### src/rtl/mem_sparse_responder.sv
// mem_sparse_responder: responder side of the single-cycle write/read strobe
// memory interface, backed by a small fully-associative sparse store of
// ENTRIES tagged slots. Reports read misses, capacity overflow (dropped
// writes) and write+read protocol violations.
//
// Optional feature macro: PARITY_INJECT_EN
//   When defined, adds an inject_err input and a stored parity bit per slot
//   (written as ^data_in ^ inject_err), and reads return that stored parity.
//   When undefined, parity is recomputed from the stored data at read time.
module mem_sparse_responder #(
    parameter int ADDR_W  = 16,
    parameter int DATA_W  = 8,
    parameter int ENTRIES = 8
) (
    input  logic              clk,
    input  logic              rst_n,
    input  logic              write,
    input  logic              read,
    input  logic [ADDR_W-1:0] address,
    input  logic [DATA_W-1:0] data_in,
`ifdef PARITY_INJECT_EN
    input  logic              inject_err,
`endif
    output logic [DATA_W:0]   data_out,
    output logic              data_valid,
    output logic              read_miss,
    output logic              full,
    output logic              write_drop,
    output logic              proto_err,
    output logic [7:0]        drop_cnt
);

    localparam int IDX_W = (ENTRIES > 1) ? $clog2(ENTRIES) : 1;

    // Slot state: only the valid bits carry reset; tags/data are qualified by them.
    logic [ENTRIES-1:0] valid_q;
    logic [ADDR_W-1:0]  tag_q  [ENTRIES];
    logic [DATA_W-1:0]  data_q [ENTRIES];
`ifdef PARITY_INJECT_EN
    logic [ENTRIES-1:0] par_q;
`endif

    logic [ENTRIES-1:0] hit_vec;
    logic [IDX_W-1:0]   hit_idx;
    logic [IDX_W-1:0]   free_idx;
    logic               any_hit;
    logic               any_free;
    logic               wr_store;
    logic               wr_drop;
    logic               rd_en;
    logic [IDX_W-1:0]   wr_idx;
    logic [ENTRIES-1:0] alloc_vec;
    logic [ENTRIES-1:0] valid_next;
    logic [DATA_W-1:0]  rd_data;
    logic               rd_par;

    // Parallel tag compare and lowest-index free-slot search.
    always_comb begin
        // NOTE: every always_comb output gets a default first so no path leaves it unassigned (no latch).
        hit_vec  = '0;
        hit_idx  = '0;
        free_idx = '0;
        any_free = 1'b0;
        for (int i = 0; i < ENTRIES; i++) begin
            if (valid_q[i] && (tag_q[i] == address)) begin
                hit_vec[i] = 1'b1;
                hit_idx    = i[IDX_W-1:0];
            end
        end
        // Descending scan so the last assignment is the lowest invalid index.
        for (int i = ENTRIES - 1; i >= 0; i--) begin
            if (!valid_q[i]) begin
                free_idx = i[IDX_W-1:0];
                any_free = 1'b1;
            end
        end
    end

    assign any_hit = |hit_vec;

    // Write decode: a hit always wins over allocation, so tags stay unique.
    always_comb begin
        rd_en      = read && !write;
        wr_store   = write && (any_hit || any_free);
        wr_drop    = write && !any_hit && !any_free;
        wr_idx     = any_hit ? hit_idx : free_idx;
        alloc_vec  = '0;
        if (write && !any_hit && any_free) begin
            alloc_vec[free_idx] = 1'b1;
        end
        valid_next = valid_q | alloc_vec;
    end

    // Read-side data and parity for the hit slot.
    always_comb begin
        rd_data = data_q[hit_idx];
`ifdef PARITY_INJECT_EN
        rd_par  = par_q[hit_idx];
`else
        rd_par  = ^rd_data;
`endif
    end

    // Slot payload storage (tag, data, optional parity).
    // NOTE: storage arrays are deliberately not reset; valid_q alone marks slot contents as meaningful.
    always_ff @(posedge clk) begin
        if (wr_store) begin
            tag_q[wr_idx]  <= address;
            data_q[wr_idx] <= data_in;
`ifdef PARITY_INJECT_EN
            par_q[wr_idx]  <= (^data_in) ^ inject_err;
`endif
        end
    end

    // Valid bits, status flags and registered read/write responses.
    always_ff @(posedge clk or negedge rst_n) begin
        if (!rst_n) begin
            valid_q    <= '0;
            full       <= 1'b0;
            drop_cnt   <= 8'd0;
            data_out   <= '0;
            data_valid <= 1'b0;
            read_miss  <= 1'b0;
            write_drop <= 1'b0;
            proto_err  <= 1'b0;
        end else begin
            // NOTE: sequential state uses non-blocking assignments so every flop samples pre-edge values.
            valid_q    <= valid_next;
            full       <= &valid_next;
            data_valid <= rd_en;
            write_drop <= wr_drop;
            proto_err  <= write && read;
            if (wr_drop && (drop_cnt != 8'hFF)) begin
                drop_cnt <= drop_cnt + 8'd1;
            end
            if (rd_en) begin
                read_miss <= !any_hit;
                data_out  <= any_hit ? {rd_par, rd_data} : '0;
            end else begin
                read_miss <= 1'b0;
            end
        end
    end

endmodule

### config.mk
export PLATFORM = sky130hd
export DESIGN_NAME = mem_sparse_responder
export DESIGN_NICKNAME = d
export VERILOG_FILES = /design/src/rtl/mem_sparse_responder.sv
export SDC_FILE = /design/constraint.sdc
export NUM_CORES = 1
export LEC_CHECK = 0
export CAP_MARGIN = 20
export CORE_AREA = 2 2 173 175
export CTS_CLUSTER_SIZE = 28
export DETAILED_ROUTE_END_ITERATION = 16
export DIE_AREA = 0 0 175 177
export SLEW_MARGIN = 10
export SYNTH_ARGS = -nofsm -noshare
export SYNTH_HDL_FRONTEND = slang
export SYNTH_SLANG_ARGS = --single-unit
### constraint.sdc
create_clock -name clk -period 8.3 [get_ports clk]
set_input_delay 0.83 -clock clk [delete_from_list [all_inputs] [get_ports clk]]
set_output_delay 0.83 -clock clk [all_outputs]
set_load 0.01 [all_outputs]
Word-level counts from Yosys, hierarchy flattened

Memory sizes are Yosys's and may differ from the RTL's.
Index checks and enable logic that the tools add are counted.

Register bits after elaboration: 30
Memory bits (writable): 192
Input port bits: 28
Output and inout port bits: 22
Word-level logic and storage cells: 85
Memories kept: 2

Add/sub/neg operators: 1
Order comparisons: 2
Equal/unequal tests: 9
Muxes and demuxes: 39
Bitwise operators: 1
Reductions and logical operators: 23

Memories:

| memory | words | width | rd ports | clocked after Yosys merged registers in | write ports | line | source |
|---|---|---|---|---|---|---|---|
| tag_q  | 8     | 16    | 8        | 0                                       | 1           | 37   | `logic [ADDR_W-1:0] tag_q [ENTRIES];` |
| data_q | 8     | 8     | 1        | 0                                       | 1           | 38   | `logic [DATA_W-1:0] data_q [ENTRIES];` |

Operator list:

| operator                                                           | number |
|---|---|
| == test 16 bit                                                     | 8 |
| 2-to-1 mux 3 bit                                                   | 15 |
| 2-to-1 mux 1 bit                                                   | 21 |
| logical AND 1 bit                                                  | 16 |
| 2-to-1 mux 9 bit                                                   | 1 |
| adder 8 x 1 -> 8 bit (second input constant)                       | 1 |
| 2-to-1 mux 8 bit                                                   | 1 |
| inequality test 8 bit (second input constant)                      | 1 |
| bitwise OR 8 bit                                                   | 1 |
| AND reduction 8 bit                                                | 1 |
| OR reduction 8 bit                                                 | 1 |
| XOR reduction 8 bit                                                | 1 |
| less-than comparator 3 x 4 -> 1 bit (second input constant)        | 1 |
| demux 1 bit (select 3 bit)                                         | 1 |
| greater-or-equal comparator 3 x 1 -> 1 bit (second input constant) | 1 |
| logical NOT 1 bit                                                  | 3 |
| logical OR 1 bit                                                   | 1 |

Longest topological paths before layout

Word-level depth: 15
Mapped depth: 15
Depth with buffers taken out: 13

Worst setup path after synthesis

OpenSTA, ideal clock, no wires.

Path kind: input port to flip-flop
From: in address[14]
To: mem data_q[3][0], enable pin
Library setup time: 0.405 ns
Data arrival time: 4.299 ns
Required time: 7.895 ns
Slack: 3.596 ns
Stages on the path: 9
Buffers on the path: 1
Cell sequence: buf_2 -> xnor2_1 -> and4_1 -> and3_1 -> and2_1 -> or4_1 -> nor3_1 -> o21ai_0 -> nor2_1

Word-level cells in the longest chain between the ends: 10
Elaborated cells between the ends (all ways): 37
Those cells by class: eq/ne (8); mux (18); reduce/logical (11)

RTL lines:

| element                        | line | source |
|---|---|---|
| start: declaration             | 19   | `input logic [ADDR_W-1:0] address,` |
| == test 16 bit                 | 65   | `if (valid_q[i] && (tag_q[i] == address)) begin` |
| logical AND 1 bit              | 65   |  |
| 2-to-1 mux 1 bit               | 65   |  |
| 2-to-1 mux 3 bit (6 in series) | 65   |  |
| 2-to-1 mux 3 bit               | 86   | `wr_idx = any_hit ? hit_idx : free_idx;` |
| end: declaration               | 38   |  |

Parallel ways exist; a longest one is shown, timed or not.

Final worst setup path

From: in address[0]
To: reg data_out[8]

Word-level cells in the longest chain between the ends: 12
Elaborated cells between the ends (all ways): 35
Those cells by class: eq/ne (8); mux (16); reduce/logical (10); memory (1)

RTL lines:

| element                        | line | source |
|---|---|---|
| == test 16 bit                 | 65   |  |
| logical AND 1 bit              | 65   |  |
| 2-to-1 mux 1 bit               | 65   |  |
| 2-to-1 mux 3 bit (6 in series) | 65   |  |
| memory read (8 x 8 bit)        | n/a  |  |
| XOR reduction 8 bit            | 100  | `rd_par = ^rd_data;` |
| 2-to-1 mux 9 bit *             | 139  | `data_out <= any_hit ? {rd_par, rd_data} : '0;` |
| end signal: assignment         | 139  |  |
| end: declaration               | 24   | `output logic [DATA_W:0] data_out,` |

Every way passes the cells marked *; elsewhere a longest branch is shown, timed or not.
A chain may end at the register's enable or synchronous reset.

==> summary.txt <==
Run status
  • Outcome: finished clean

STA
  • Unrepaired setup endpoints after global routing: false
  • Rel. slew slack: 37.5%
  • Setup TNS: 0 ns
  • # setup viols final: 0
  • Slew @ Worst Pin: 0.935 ns
  • Skew final: 0.0357 ns
  • Final worst slack: about 3.1 ns
  • Hold Fails Final Rpt: 0
  • Period utilisation layout: between 60% and 70%
  • Fmax: 193 MHz
  • Final Slew Violations: 0
  • Min cycle time layout: 5.17 ns

Global route
  • Pin count of the biggest net entering global routing: 31
  • First-pass GRT wire length: roughly 38,000 um
  • Global-route usage over all layers: 16.0%
  • Initial antenna violation count: 0
  • Via count of the first global-routing pass: 6,130
  • Grt ovf: 0

Synth
  • Adder-Cell Fraction of Synth Area: 0.124%
  • Asr flop ratio synth: between 10% and 20%
  • Most common cell in the synthesized netlist: edfxtp_1
  • Compound-cell area share of the yosys netlist: approximately 7%
  • Multiplexer share of the synthesized area: 1.23%
  • Post-Synth Simple-Gate Area: approximately 13%
  • Ys Warns: 0
  • Post-synth top cells: 192 x edfxtp_1, 85 x xnor2_1, 71 x nand2_1
  • Sequential element share of the synthesized area: 64.8%
  • Yosys top cell by area: edfxtp_1
  • Synth Instances: 741
  • Top_reg_cell synth: edfxtp_1
  • Yosys top cell area share: a little under three fifths
  • Synthesized area per cell: about 14 um2
  • Combinational family with the most area after synthesis: simple AND/OR/NAND/NOR gates
  • Post-synth EDFFs: 192
  • Area of the mapped netlist: 10,100 um2
  • Synth top area cells: edfxtp_1 57%, dfrtp_1 7.5%, xnor2_1 7.4%
  • FF+latch count, synth: between 200 and 250
  • Library cells used by synthesis: 73
  • XOR/XNOR share of the synthesized area: 12.4%
  • Syn_nets: 770

Floorplan
  • Die area: 31,000 um2
  • Die Wd: 175 um
  • Io pins: 50
  • Die height: 177 um
  • Initial Util: 34.4%
  • Num rows: 63
  • Core Box Area: 29,200 um2

Clock network
  • Clk sink count: 222
  • Root Driver: clkbuf_16
  • CTS max path bufs: 3
  • Clk_lat worst skew: 0.54 ns
  • Clk slew on worst S/H paths: 0.06 ns
  • Post-CTS sizing: 0
  • Post-CTS Hold Fix Bufs: 0
  • Htree depth: 1
  • Post-CTS Setup Inserts: 0
  • Clock buffer count from CTS: 26
  • TritonCTS clock tree: done

Placed design
  • Port bufs: between 40 and 50
  • Pre-CTS setup slack: 2.54 ns
  • GP Congestion: approximately 0.86
  • DP Wirelength: roughly 17,000 um
  • Placed Cells: 1,166

Drt
  • Antenna-violating nets left: 0
  • Via count: between 6,000 and 7,000
  • DR pass1 iterations: 5
  • DR vias/cell: slightly above 5
  • Wirelength, routed: between 20,000 and 25,000 um
  • DR iter-0 viols: 738
  • DRC: 0
  • Routed WL per cell: approximately 20 um

Cells and area
  • # diodes: 0
  • Layout Nets: ~830
  • Post-route insts no fill: 1,215
  • Syn-to-layout area delta: 18.1%
  • Share of cells above drive strength 1: under 10%

Worst setup path
  • CP Launch Type: primary input
  • CP Data Arrival Time: 5.60 ns
  • Reg2reg end: data_out[8]
  • Largest fanout on the critical path: 16
  • Worst R2R Setup Slack: between 4 and 5 ns
  • Critical Path RT: 8.72 ns
  • Crit path launch: address[0]
  • Critical path type: primary input to flip-flop
  • Worst r2r src: tag_q[1][0]
  • Setup crit end kind: flip-flop
  • Worst Setup EP: data_out[8]
  • FF-to-FF path depth: 13

Flow run
  • Maxcap violations: 0

Power and ir drop
  • Leak Pwr: 0.00396 uW
  • PwrDens: 228 nW/um2
  • VDD IR-drop max: 0.130 mV
  • Final Power: 2710 uW

Worst hold path
  • Hold WC Path Type: flip-flop to flip-flop
## where the power goes
| part | internal [uW] | switching, uW |
|---|---|---|
| combinational | 118 | 168 |
| clock | 669 | 447 |
| sequential | 1270 | 34.4 |
## stage by stage
step	area, um2	utilization [%]	hold WS (ns)
6_report	11900	40.6	0.487
3_5_place_dp	11000	37.7	0.483
2_1_floorplan	10100	-	0.516
4_1_cts	11900	40.5	0.496
5_1_grt	11900	40.6	0.516
3_3_place_gp	11000	37.7	0.482
## state kept, by name, indices dropped and copies added, names as in the netlist
name,flops
full,1
valid_q,8
tag_q,128
data_q,64
read_miss,1
data_valid,1
proto_err,1
drop_cnt,8
write_drop,1
data_out,9
## layout make-up
cell class                 instances  area (um2)
tap                              390         488
timing repair buffer              62         588
sequential                       222        6520
multi-input combinational        482        3390
fill                            2725       17400
clock buffer                      32         673
clock inverter                    16         165
inverter                          11        41.3
## critical path, stage by stage
cell and delay, ns:
clkdlybuf4s50_1 0.84, xor2_1 0.35, or4b_1 0.69, nor4_1 0.52
o2111a_1 0.29, o21ai_2 0.12, a21oi_4 0.42, mux2i_1 0.32
o22ai_1 0.13, a21oi_2 0.17, xor2_1 0.17, xnor3_1 0.42
xnor2_1 0.15, o31ai_2 0.17
## per-layer routing
metal	global-route usage [%]	routed length, um	vias to the layer above
met5	0	0	-
met4	4.55	555	0
met3	2.26	1580	39
met2	25.6	11100	207
met1	22.8	11100	3025
li1	-	-	2899
## worst min path at each step
| stage | startpoint | endpoint | slack [ns] | depth (start not counted) |
|---|---|---|---|---|
| 6_report | data_out[7] | data_out[7] | 0.49 | 2 |
| 5_1_grt | data_out[1] | data_out[1] | 0.52 | 2 |
| 4_1_cts | data_out[1] | data_out[1] | 0.50 | 2 |
| 3_5_place_dp | data_out[1] | data_out[1] | 0.48 | 2 |
| 3_3_place_gp | data_out[7] | data_out[7] | 0.48 | 2 |
| 2_1_floorplan | data_out[1] | data_out[1] | 0.52 | 2 |
## cells by family after synthesis
kind of cell	Yosys count
AO/OA/AOI/OAI	94
XOR/XNOR	141
adder cells (fa/ha/maj)	1
buffers and inverters	37
flip-flops	222
multiplexers	12
AND/OR/NAND/NOR	234
## placed cells by master, fill, tap and decap left out, types with 7 or more instances in the layout
cell             instances
and4_1                   7
xor2_1                  55
nor2_2                   7
a31oi_1                  7
and3_1                   8
o21ai_0                 14
mux2i_1                  9
nor2_1                  21
nor2b_1                  8
a21oi_1                 15
nand2b_1                 8
nand4_1                 21
inv_1                   10
or4_1                    7
buf_4                   12
nand3_1                 21
clkdlybuf4s50_1         49
xnor2_1                 85
dfrtp_1                 30
clkbuf_16               26
clkinv_1                 8
edfxtp_1               192
nor4_1                  23
nand2_1                 71
(Power assumes the default switching activity.)
